**config.mk**
```make
export PLATFORM = sky130hd
export DESIGN_NAME = isr_priority_ctrl
export DESIGN_NICKNAME = d
export VERILOG_FILES = /design/src/rtl/pic_pkg.sv /design/src/rtl/prio_resolver.sv /design/src/rtl/isr_priority_ctrl.sv
export SDC_FILE = /design/constraint.sdc
export NUM_CORES = 1
export LEC_CHECK = 0
export CAP_MARGIN = 5
export CORE_MARGIN = 8
export CORE_UTILIZATION = 31
export CTS_CLUSTER_DIAMETER = 100
export CTS_CLUSTER_SIZE = 10
export DETAILED_ROUTE_END_ITERATION = 12
export GPL_ROUTABILITY_DRIVEN = 0
export GPL_TIMING_DRIVEN = 0
export PLACE_DENSITY = 0.48
export SYNTH_ARGS = -nofsm -noshare
export SYNTH_HDL_FRONTEND = slang
export SYNTH_HIERARCHICAL = 1
export SYNTH_SLANG_ARGS = --single-unit
```
**constraint.sdc**
```tcl
create_clock -name clk -period 4.4 [get_ports clk]
set_input_delay 1.32 -clock clk [delete_from_list [all_inputs] [get_ports clk]]
set_output_delay 1.32 -clock clk [all_outputs]
set_load 0.005 [all_outputs]
```
**src/rtl/pic_pkg.sv**
```systemverilog
// Shared definitions for the PIC core: OCW2 command encodings, ISR acknowledge
// FSM states and the modulo level increment used by the priority logic.
package pic_pkg;

    localparam logic [2:0] OCW2_ROT_AEOI_CLR = 3'b000;
    localparam logic [2:0] OCW2_NS_EOI       = 3'b001;
    localparam logic [2:0] OCW2_NOP          = 3'b010;
    localparam logic [2:0] OCW2_SP_EOI       = 3'b011;
    localparam logic [2:0] OCW2_ROT_AEOI_SET = 3'b100;
    localparam logic [2:0] OCW2_ROT_NS       = 3'b101;
    localparam logic [2:0] OCW2_SET_PRIO     = 3'b110;
    localparam logic [2:0] OCW2_ROT_SP       = 3'b111;

    typedef enum logic [0:0] {
        ISR_IDLE  = 1'b0,
        ISR_WAIT2 = 1'b1
    } isr_state_e;

    // idx+1 modulo n; also correct for any idx below 2n-1, so an
    // out-of-range level field still lands inside [0, n-1].
    function automatic int unsigned wrap_inc(input int unsigned idx, input int unsigned n);
        int unsigned nxt;
        nxt = idx + 32'd1;
        if (nxt >= n) begin
            return nxt - n;
        end else begin
            return nxt;
        end
    endfunction

endpackage

```
**src/rtl/prio_resolver.sv**
```systemverilog
// Rotating priority encoder: finds the first set bit of vec scanning from base
// upward with wrap-around at NUM_IRQ (which need not be a power of two).
module prio_resolver
    import pic_pkg::*;
#(
    parameter int NUM_IRQ = 8,
    parameter int IDX_W   = $clog2(NUM_IRQ)
) (
    input  logic [NUM_IRQ-1:0] vec,
    input  logic [IDX_W-1:0]   base,
    output logic               found,
    output logic [IDX_W-1:0]   idx
);

    logic [IDX_W-1:0] cand_s;

    // Walk the levels in priority order; the first hit is latched and kept.
    always_comb begin
        found  = 1'b0;
        idx    = {IDX_W{1'b0}};
        cand_s = base;
        for (int i = 0; i < NUM_IRQ; i++) begin
            if (!found && vec[cand_s]) begin
                found = 1'b1;
                idx   = cand_s;
            end else begin
                found = found;
            end
            cand_s = IDX_W'(wrap_inc(32'(cand_s), NUM_IRQ));
        end
    end

endmodule

```
**src/rtl/isr_priority_ctrl.sv**
```systemverilog
// In-service register, priority resolution and two-pulse INTA acknowledge
// sequencing for the PIC core, with EOI handling and rotating priority.
module isr_priority_ctrl
    import pic_pkg::*;
#(
    parameter int NUM_IRQ      = 8,
    parameter int IDX_W        = $clog2(NUM_IRQ),
    parameter int SPURIOUS_IDX = NUM_IRQ - 1
) (
    input  logic               clk,
    input  logic               rst_n,
    input  logic [NUM_IRQ-1:0] irr_masked,
    input  logic               inta_pulse,
    input  logic               aeoi_en,
    input  logic               ocw2_valid,
    input  logic [2:0]         ocw2_cmd,
    input  logic [IDX_W-1:0]   ocw2_level,
    output logic               int_req,
    output logic [NUM_IRQ-1:0] isr,
    output logic [NUM_IRQ-1:0] irr_clr,
    output logic               vector_valid,
    output logic [IDX_W-1:0]   vector_idx,
    output logic [IDX_W-1:0]   prio_base,
    output logic [IDX_W-1:0]   last_serviced_idx
);

    localparam logic [NUM_IRQ-1:0] ONE_VEC  = {{(NUM_IRQ-1){1'b0}}, 1'b1};
    localparam logic [IDX_W-1:0]   SPUR_IDX = IDX_W'(SPURIOUS_IDX);

    function automatic logic [NUM_IRQ-1:0] onehot(input logic [IDX_W-1:0] i);
        return ONE_VEC << i;
    endfunction

    function automatic logic [IDX_W-1:0] next_idx(input logic [IDX_W-1:0] i);
        return IDX_W'(wrap_inc(32'(i), NUM_IRQ));
    endfunction

    // Distance of a level from the current base in priority order (0 = highest).
    function automatic logic [IDX_W-1:0] rank(input logic [IDX_W-1:0] i,
                                              input logic [IDX_W-1:0] b);
        int r;
        r = int'(i) - int'(b);
        if (r < 0) begin
            r = r + NUM_IRQ;
        end else begin
            r = r;
        end
        return IDX_W'(r);
    endfunction

    isr_state_e         state_q, state_d;
    logic [IDX_W-1:0]   ack_idx_q, ack_idx_d;
    logic               ack_spur_q, ack_spur_d;
    logic [NUM_IRQ-1:0] isr_q, isr_d;
    logic [NUM_IRQ-1:0] irr_clr_q, irr_clr_d;
    logic               vector_valid_q, vector_valid_d;
    logic [IDX_W-1:0]   vector_idx_q, vector_idx_d;
    logic [IDX_W-1:0]   prio_base_q, prio_base_d;
    logic [IDX_W-1:0]   last_q, last_d;
    logic               rot_aeoi_q, rot_aeoi_d;
    logic               int_req_q, int_req_d;

    logic               req_found_s, isr_found_s;
    logic [IDX_W-1:0]   req_idx_s, isr_idx_s;
    logic [IDX_W-1:0]   req_rank_s, isr_rank_s;
    logic [NUM_IRQ-1:0] isr_set_s, isr_clr_s;
    logic               lvl_ok_s;

    prio_resolver #(
        .NUM_IRQ (NUM_IRQ),
        .IDX_W   (IDX_W)
    ) u_req_res (
        .vec   (irr_masked),
        .base  (prio_base_q),
        .found (req_found_s),
        .idx   (req_idx_s)
    );

    prio_resolver #(
        .NUM_IRQ (NUM_IRQ),
        .IDX_W   (IDX_W)
    ) u_isr_res (
        .vec   (isr_q),
        .base  (prio_base_q),
        .found (isr_found_s),
        .idx   (isr_idx_s)
    );

    assign req_rank_s = rank(req_idx_s, prio_base_q);
    assign isr_rank_s = rank(isr_idx_s, prio_base_q);
    assign lvl_ok_s   = (32'(ocw2_level) < NUM_IRQ);

    // Next-state logic: acknowledge FSM first, then OCW2 so its rotation overrides AEOI.
    always_comb begin
        state_d        = state_q;
        ack_idx_d      = ack_idx_q;
        ack_spur_d     = ack_spur_q;
        irr_clr_d      = {NUM_IRQ{1'b0}};
        vector_valid_d = 1'b0;
        vector_idx_d   = vector_idx_q;
        prio_base_d    = prio_base_q;
        last_d         = last_q;
        rot_aeoi_d     = rot_aeoi_q;
        isr_set_s      = {NUM_IRQ{1'b0}};
        isr_clr_s      = {NUM_IRQ{1'b0}};
        int_req_d      = req_found_s && (!isr_found_s || (req_rank_s < isr_rank_s));

        case (state_q)
            ISR_IDLE: begin
                if (inta_pulse) begin
                    state_d = ISR_WAIT2;
                    if (req_found_s) begin
                        ack_idx_d  = req_idx_s;
                        ack_spur_d = 1'b0;
                        isr_set_s  = onehot(req_idx_s);
                        irr_clr_d  = onehot(req_idx_s);
                    end else begin
                        ack_idx_d  = SPUR_IDX;
                        ack_spur_d = 1'b1;
                    end
                end else begin
                    state_d = ISR_IDLE;
                end
            end
            ISR_WAIT2: begin
                if (inta_pulse) begin
                    state_d        = ISR_IDLE;
                    vector_valid_d = 1'b1;
                    vector_idx_d   = ack_idx_q;
                    if (aeoi_en && !ack_spur_q) begin
                        isr_clr_s = onehot(ack_idx_q);
                        if (rot_aeoi_q) begin
                            prio_base_d = next_idx(ack_idx_q);
                        end else begin
                            prio_base_d = prio_base_q;
                        end
                    end else begin
                        isr_clr_s = {NUM_IRQ{1'b0}};
                    end
                end else begin
                    state_d = ISR_WAIT2;
                end
            end
            default: begin
                state_d = ISR_IDLE;
            end
        endcase

        if (ocw2_valid) begin
            case (ocw2_cmd)
                OCW2_NS_EOI, OCW2_ROT_NS: begin
                    if (isr_found_s) begin
                        isr_clr_s = isr_clr_s | onehot(isr_idx_s);
                        last_d    = isr_idx_s;
                        if (ocw2_cmd == OCW2_ROT_NS) begin
                            prio_base_d = next_idx(isr_idx_s);
                        end else begin
                            prio_base_d = prio_base_d;
                        end
                    end else begin
                        last_d = last_q;
                    end
                end
                OCW2_SP_EOI, OCW2_ROT_SP: begin
                    if (lvl_ok_s) begin
                        isr_clr_s = isr_clr_s | onehot(ocw2_level);
                        last_d    = ocw2_level;
                        if (ocw2_cmd == OCW2_ROT_SP) begin
                            prio_base_d = next_idx(ocw2_level);
                        end else begin
                            prio_base_d = prio_base_d;
                        end
                    end else begin
                        last_d = last_q;
                    end
                end
                OCW2_SET_PRIO:     prio_base_d = next_idx(ocw2_level);
                OCW2_ROT_AEOI_SET: rot_aeoi_d  = 1'b1;
                OCW2_ROT_AEOI_CLR: rot_aeoi_d  = 1'b0;
                OCW2_NOP:          rot_aeoi_d  = rot_aeoi_q;
                default:           rot_aeoi_d  = rot_aeoi_q;
            endcase
        end else begin
            rot_aeoi_d = rot_aeoi_q;
        end

        // A set from the first INTA beats a same-cycle clear of the same bit.
        isr_d = (isr_q & ~isr_clr_s) | isr_set_s;
    end

    // State and output registers.
    always_ff @(posedge clk or negedge rst_n) begin
        if (!rst_n) begin
            state_q        <= ISR_IDLE;
            ack_idx_q      <= {IDX_W{1'b0}};
            ack_spur_q     <= 1'b0;
            isr_q          <= {NUM_IRQ{1'b0}};
            irr_clr_q      <= {NUM_IRQ{1'b0}};
            vector_valid_q <= 1'b0;
            vector_idx_q   <= {IDX_W{1'b0}};
            prio_base_q    <= {IDX_W{1'b0}};
            last_q         <= {IDX_W{1'b0}};
            rot_aeoi_q     <= 1'b0;
            int_req_q      <= 1'b0;
        end else begin
            state_q        <= state_d;
            ack_idx_q      <= ack_idx_d;
            ack_spur_q     <= ack_spur_d;
            isr_q          <= isr_d;
            irr_clr_q      <= irr_clr_d;
            vector_valid_q <= vector_valid_d;
            vector_idx_q   <= vector_idx_d;
            prio_base_q    <= prio_base_d;
            last_q         <= last_d;
            rot_aeoi_q     <= rot_aeoi_d;
            int_req_q      <= int_req_d;
        end
    end

    assign int_req           = int_req_q;
    assign isr               = isr_q;
    assign irr_clr           = irr_clr_q;
    assign vector_valid      = vector_valid_q;
    assign vector_idx        = vector_idx_q;
    assign prio_base         = prio_base_q;
    assign last_serviced_idx = last_q;

endmodule

```
## After elaboration in Yosys (flattened, before gate mapping)

Index checks and enable logic that the tools add are counted.

| word-level totals | value |
|---|---|
| bits in registers | 33 |
| bits in latches | 0 |
| bits in writable memories | 0 |
| bits in read-only memories | 0 |
| input port bits | 19 |
| output and inout port bits | 27 |
| memories | 0 |

| operators by class | value |
|---|---|
| add/subtract/negate cells | 24 |
| multipliers | 0 |
| divide/modulo/power cells | 0 |
| magnitude comparators | 21 |
| equal/unequal tests | 7 |
| shifts and indexed selects | 4 |
| mux-type cells | 103 |
| bitwise gates (word level) | 6 |
| reductions and logical operators | 42 |

Operator list:

| kind | count |
|---|---|
| 3-bit 2-to-1 mux | 38 |
| 8-bit 2-to-1 mux | 8 |
| 1-bit binary-select mux with 3-bit select | 16 |
| 3-bit by 1-bit adder with 4-bit output (second input constant) | 10 |
| 4-bit >= comparator (second input constant) | 10 |
| 1-bit 2-to-1 mux | 36 |
| 3-bit by 4-bit < comparator with 1-bit output (second input constant) | 8 |
| 1-bit by 3-bit << shifter with 8-bit output (first input constant) | 4 |
| 3-bit by 1-bit subtractor with 3-bit output (second input constant) | 10 |
| 8-bit bitwise OR | 3 |
| 1-bit logical AND | 16 |
| 1-bit zero test | 16 |
| 8-bit one-hot mux with 2 select lines | 1 |
| 3-bit == test (second input constant) | 4 |
| 3-bit one-hot mux with 3 select lines | 1 |
| 8-bit bitwise AND | 1 |
| 4-bit by 1-bit < comparator with 1-bit output (second input constant) | 2 |
| 8-bit inverter | 1 |
| 3-bit by 3-bit subtractor with 4-bit output | 2 |
| 3-bit by 1-bit adder with 3-bit output (second input constant) | 2 |
| 3-bit one-hot mux with 2 select lines | 1 |
| 2-bit AND reduction | 3 |
| 1-bit one-hot mux with 2 select lines | 2 |
| 2-bit nonzero test | 2 |
| other kinds (9) | 10 |

## Longest topological paths before layout

| logic depth | value |
|---|---|
| depth after elaboration | 33 |
| depth in mapped cells | 22 |
| gate-level depth less buffers | 18 |

## Modules after synthesis

The synthesis kept the hierarchy.

By module, submodules not included:

| module | times used | cells each | area each (um^2) |
|---|---|---|---|
| prio_resolver | 2 | 111 | 1,046.0 |
| isr_priority_ctrl | 1 | 192 | 1,974.4 |

## Worst setup path after synthesis

No wires, ideal clock.

| path | value |
|---|---|
| kind | reg-to-reg |
| start point | reg prio_base_q[0], in the netlist prio_base[0] |
| end point | reg int_req_q, in the netlist int_req |
| setup time | 0.077 ns |
| arrival time | 4.810 ns |
| data required time | 4.323 ns |
| setup slack | -0.487 ns |
| cell stages (with the launch flop) | 22 |
| period minus slack after synthesis | 4.887 ns |
| cells stage by stage | dfrtp_1 -> buf_2 -> inv_1 -> buf_2 -> ha_1 -> buf_6 -> mux2_2 -> mux2_2 -> mux2_4 -> nor3_2 -> and2_1 -> a211oi_1 -> a31oi_1 -> inv_1 -> ha_1 -> inv_1 -> fa_1 -> inv_1 -> ha_1 -> a21o_1 -> a21o_1 -> a21oi_1 |

| on the way | value |
|---|---|
| cells in the longest elaborated chain, start to end | 31 |
| elaborated cells on any way between the ends | 132 |
| those cells by class | 18 x add/sub; 10 x order compare; 73 x mux; 31 x reduce/logical |

Ends and longest elaborated chain:

| element | line | text |
|---|---|---|
| from (decl) | isr_priority_ctrl.sv:58 | `logic [IDX_W-1:0] prio_base_q, prio_base_d;` |
| from (signal assigned) | isr_priority_ctrl.sv:201 | `prio_base_q <= {IDX_W{1'b0}};` |
| from (signal assigned) | isr_priority_ctrl.sv:213 | `prio_base_q <= prio_base_d;` |
| 3-bit by 1-bit adder with 4-bit output | pic_pkg.sv:23 | `nxt = idx + 32'd1;` |
| 4-bit >= comparator / 3-bit by 1-bit subtractor with 3-bit output (equally long branches) | pic_pkg.sv:24, pic_pkg.sv:25 |  |
| 3-bit 2-to-1 mux | pic_pkg.sv:24 | `if (nxt >= n) begin` |
| 3-bit by 1-bit adder with 4-bit output / 1-bit binary-select mux with 3-bit select (equally long branches) | pic_pkg.sv:23, prio_resolver.sv:23 |  |
| 4-bit >= comparator, or another cell as far along | pic_pkg.sv:24 |  |
| 3-bit 2-to-1 mux / 1-bit logical AND (equally long branches) | pic_pkg.sv:24, prio_resolver.sv:23 |  |
| 3-bit by 1-bit adder with 4-bit output, or another cell as far along | pic_pkg.sv:23 |  |
| 4-bit >= comparator, or another cell as far along | pic_pkg.sv:24 |  |
| (+17 left out) | - |  |
| net isr_idx_s[0] | isr_priority_ctrl.sv:64 | `logic [IDX_W-1:0] req_idx_s, isr_idx_s;` |
| 3-bit by 3-bit subtractor with 4-bit output * | isr_priority_ctrl.sv:42 | `r = int'(i) - int'(b);` |
| 4-bit by 1-bit < comparator with 1-bit output / 3-bit by 1-bit adder with 3-bit output (equally long branches) | isr_priority_ctrl.sv:43, isr_priority_ctrl.sv:44 |  |
| 3-bit 2-to-1 mux * | isr_priority_ctrl.sv:43 | `if (r < 0) begin` |
| 3-bit < comparator * | isr_priority_ctrl.sv:106 | `int_req_d = req_found_s && (!isr_found_s \|\| (req_rank_s < isr_rank_s));` |
| 1-bit logical OR * | isr_priority_ctrl.sv:106 |  |
| 1-bit logical AND * | isr_priority_ctrl.sv:106 |  |
| net int_req_d | isr_priority_ctrl.sv:61 | `logic int_req_q, int_req_d;` |
| to (signal assigned) | isr_priority_ctrl.sv:216 | `int_req_q <= int_req_d;` |
| to (decl) | isr_priority_ctrl.sv:61 |  |

The timed path passes the listed nets; every way through them passes the cells marked *. The select of a mux whose other input is x is not followed.
A chain may end at the register's enable or synchronous reset.

## Worst setup path in the final report

| path | value |
|---|---|
| start point | in irr_masked[3] |
| end point | reg int_req_q, in the netlist int_req |

| on the way | value |
|---|---|
| cells in the longest elaborated chain, start to end | 30 |
| elaborated cells on any way between the ends | 53 |
| those cells by class | 2 x add/sub; 2 x order compare; 33 x mux; 16 x reduce/logical |

Ends and longest elaborated chain:

| element | line | text |
|---|---|---|
| from (decl) | isr_priority_ctrl.sv:12 | `input logic [NUM_IRQ-1:0] irr_masked,` |
| 1-bit binary-select mux with 3-bit select | prio_resolver.sv:23 | `if (!found && vec[cand_s]) begin` |
| 1-bit 2-to-1 mux (implied by the code) | prio_resolver.sv:23 |  |
| 1-bit 2-to-1 mux | prio_resolver.sv:23 |  |
| 1-bit zero test | prio_resolver.sv:23 |  |
| 1-bit logical AND | prio_resolver.sv:23 |  |
| 1-bit 2-to-1 mux | prio_resolver.sv:23 |  |
| 1-bit zero test | prio_resolver.sv:23 |  |
| 1-bit logical AND | prio_resolver.sv:23 |  |
| (+16 left out) | - |  |
| net req_idx_s[1] | isr_priority_ctrl.sv:64 |  |
| 3-bit by 3-bit subtractor with 4-bit output * | isr_priority_ctrl.sv:42 |  |
| 4-bit by 1-bit < comparator with 1-bit output / 3-bit by 1-bit adder with 3-bit output (equally long branches) | isr_priority_ctrl.sv:43, isr_priority_ctrl.sv:44 |  |
| 3-bit 2-to-1 mux * | isr_priority_ctrl.sv:43 |  |
| 3-bit < comparator * | isr_priority_ctrl.sv:106 |  |
| 1-bit logical OR * | isr_priority_ctrl.sv:106 |  |
| 1-bit logical AND * | isr_priority_ctrl.sv:106 |  |
| net int_req_d | isr_priority_ctrl.sv:61 |  |

Marked as above.

==> out/qor.csv <==
metric,value,unit
fmax,232.7,MHz
CP arrival,4500,ps
Yosys top cell area share,20.31,%
final number of hold-violating endpoints,0,
antenna violations before repair,0,
die span in x,130.5,µm
FF-to-FF Start,prio_base[0],
die height,130.5,µm
via count,3735,
most frequent cells in the layout,"47 x buf_4, 36 x clkdlybuf4s50_1, 31 x dfrtp_1, 27 x nand2_1, 25 x ha_1",
WL/cell,18.80,µm
critical path's most frequent cell,a21o_1,
synthesized flop and latch total,33,
Post-Synthesis Cells,414,
diode count,0,
"area leader, netlist",dfrtp_1,
Final setup viols,0,
GRT Util Overall,14.66,%
"Slew Viols, Final",0,
terminus of the critical flop-to-flop path,int_req,
worst reg2reg setup slack,120,ps
"commonest non-fill, non-tap cell in the layout",buf_4,
global-route wire length before repair,19630,µm
synth top area cells,"dfrtp_1 20%, ha_1 9.8%, mux4_2 7.8%",
Crit Path Max Fanout,6,
detailed-route DRC error count,0,
Hold Slack,481.3,ps
critical path's slowest cell,mux4_2,
Yosys warnings,6,
Worst Skew,8.839,ps
final setup TNS,0,ps
nets,567,
post-layout minimum cycle time,4298,ps
Worst-path clk slew,60,ps
routed wire length,12990,µm
Starting Density,31.20,%
hold_sp,last_serviced_idx[2],
Worst Hold Class,reg -> reg,
Slew @ Worst Pin,762.7,ps
Detail Placement HPWL,9070,µm
top_reg_cell synth,dfrtp_1,
Critical Path RT,4600,ps
crit path kind,in -> reg,
I/O pins,46,
crit path cell chain,buf_2 -> mux4_2 -> buf_6 -> mux2_4 -> or3b_4 -> a211oi_2 -> o31ai_2 -> o21ai_2 -> fa_1 -> ha_1 -> a21o_1 -> a21o_1 -> a21oi_2,
First-pass DRT Iterations,5,
initial drt markers,329,
via density per instance,5.405,
CTS buffer count,5,
Yosys cell types,60,
Hold Crit Endpoint,last_serviced_idx[2],
# hold bufs at CTS,0,
Max-slew headroom,49.16,%
largest net degree at the start of global routing,34,
max-cap viol count,0,
clk sinks,33,
Syn Nets,467,
area delta synth->final,38.74,%
Fill cells,1310,
WHS Path Cells,2,
worst skew pair latency,280,ps
Routed Antenna Nets,0,
Post-Syn Area,4066,µm²
status,completed,
CTS root buf,clkbuf_16,
share of layout cells above drive strength 1,36.70,%
largest stage delay on the critical path,540,ps
ys async rst share,100.0,%
Setup crit start kind,input port,
Port Buffer Count,45,
FP Rows,42,
"EDFF count, synth",0,
CTS H-tree lvls,2,
GR Overflow Total,0,
Clock Tree Buf Depth,2,
core area,13030,µm²
R2R cell count,16,
post-route clock period utilization,97.67,%
crit end category,register,
Die ar.,17040,µm²
Mean Syn Cell Area,9.822,µm²
CTS tree,yes,
sequential-to-total area share from yosys stat,20.31,%
vias in the first global route,3575,
routing by layer:
layer | vias up | wire [µm] | share of wire (%) | track usage [%]
li1 | 1762 | - | - | -
met1 | 1858 | 5909 | 45 | 20.13
met2 | 104 | 6254 | 48 | 23.86
met3 | 11 | 687 | 5.3 | 2.232
met4 | 0 | 138 | 1.1 | 3.038
met5 | - | 0 | 0 | 0
kinds of logic after synthesis:
logic type	after synthesis	synth area share (%)
flip-flops	33	20.31
AO/OA/AOI/OAI	100	16.58
buffers and inverters	38	4.923
XOR/XNOR	22	7.877
AND/OR/NAND/NOR	118	16.15
adder cells (fa/ha/maj)	34	10.83
multiplexers	69	23.32
sequential cells by signal, summed over array words and instances, names as in the netlist:
| name | cells |
|---|---|
| isr | 8 |
| rot_aeoi_q | 1 |
| prio_base | 3 |
| irr_clr | 8 |
| last_serviced_idx | 3 |
| ack_idx_q | 3 |
| state_q | 1 |
| vector_idx | 3 |
| int_req | 1 |
| vector_valid | 1 |
| ack_spur_q | 1 |
worst max-delay path by stage:
stage | cells past startpoint | startpoint | end | slack [ps]
detailed placement | 21 | prio_base[0] | int_req | -850
CTS | 16 | irr_masked[1] | int_req | -20
floorplan | 21 | prio_base[0] | int_req | 2
finish | 13 | irr_masked[3] | int_req | 100
global placement | 15 | irr_masked[4] | int_req | -870
global route | 16 | prio_base[0] | int_req | -30
timing repair:
action	in CTS	in global routing
gates resized for setup	56	61
setup endpoints to repair	11	2
pin swaps	7	26
gates cloned	0	1
buffers inserted	26	24
hold endpoints to repair	0	0
synthesized netlist by cell type (all sizes together) (8+ instances only):
master / count
mux4: 14
nand3: 11
mux2: 28
nand2b: 12
a21oi: 21
buf: 14
dfrtp: 33
xnor2: 13
nor2b: 9
nand2: 29
mux2i: 27
nor2: 17
a21o: 8
o21ai: 19
nor3: 11
a31oi: 10
ha: 32
inv: 22
per-stage QoR:
step	cells	setup WS [ps]	util, %	instance area (µm²)
5_1_grt	691	-29.07	43.29	5642
3_3_place_gp	635	-865.7	37.02	4825
3_5_place_dp	635	-850.1	36.98	4820
6_report	691	102.4	43.29	5642
2_1_floorplan	414	1.729	-	4154
4_1_cts	669	-16.35	40.51	5280
final cells by class:
type                            count  area [µm²]  share of cell area (%)
Timing Repair Buffer               96       809.5                   14.35
Sequential cell                    33       833.3                   14.77
Clock inverter                      2       13.76                  0.2440
Tap cell                          176       220.2                   3.903
Clock buffer                        6       138.9                   2.462
Multi-Input combinational cell    343        3405                   60.35
Buffer                             13       131.4                   2.329
Inverter                           22       90.09                   1.597
critical path, delay by kind of cell:
family / cells / cell delay [ps]
AO/OA/AOI/OAI: 6 / 920
adder cells (fa/ha/maj): 2 / 730
buffers and inverters: 2 / 270
multiplexers: 2 / 840
AND/OR/NAND/NOR: 1 / 410
Power is not shown: default switching activity piles up to over one toggle a cycle in this logic, so the estimate is an artifact.
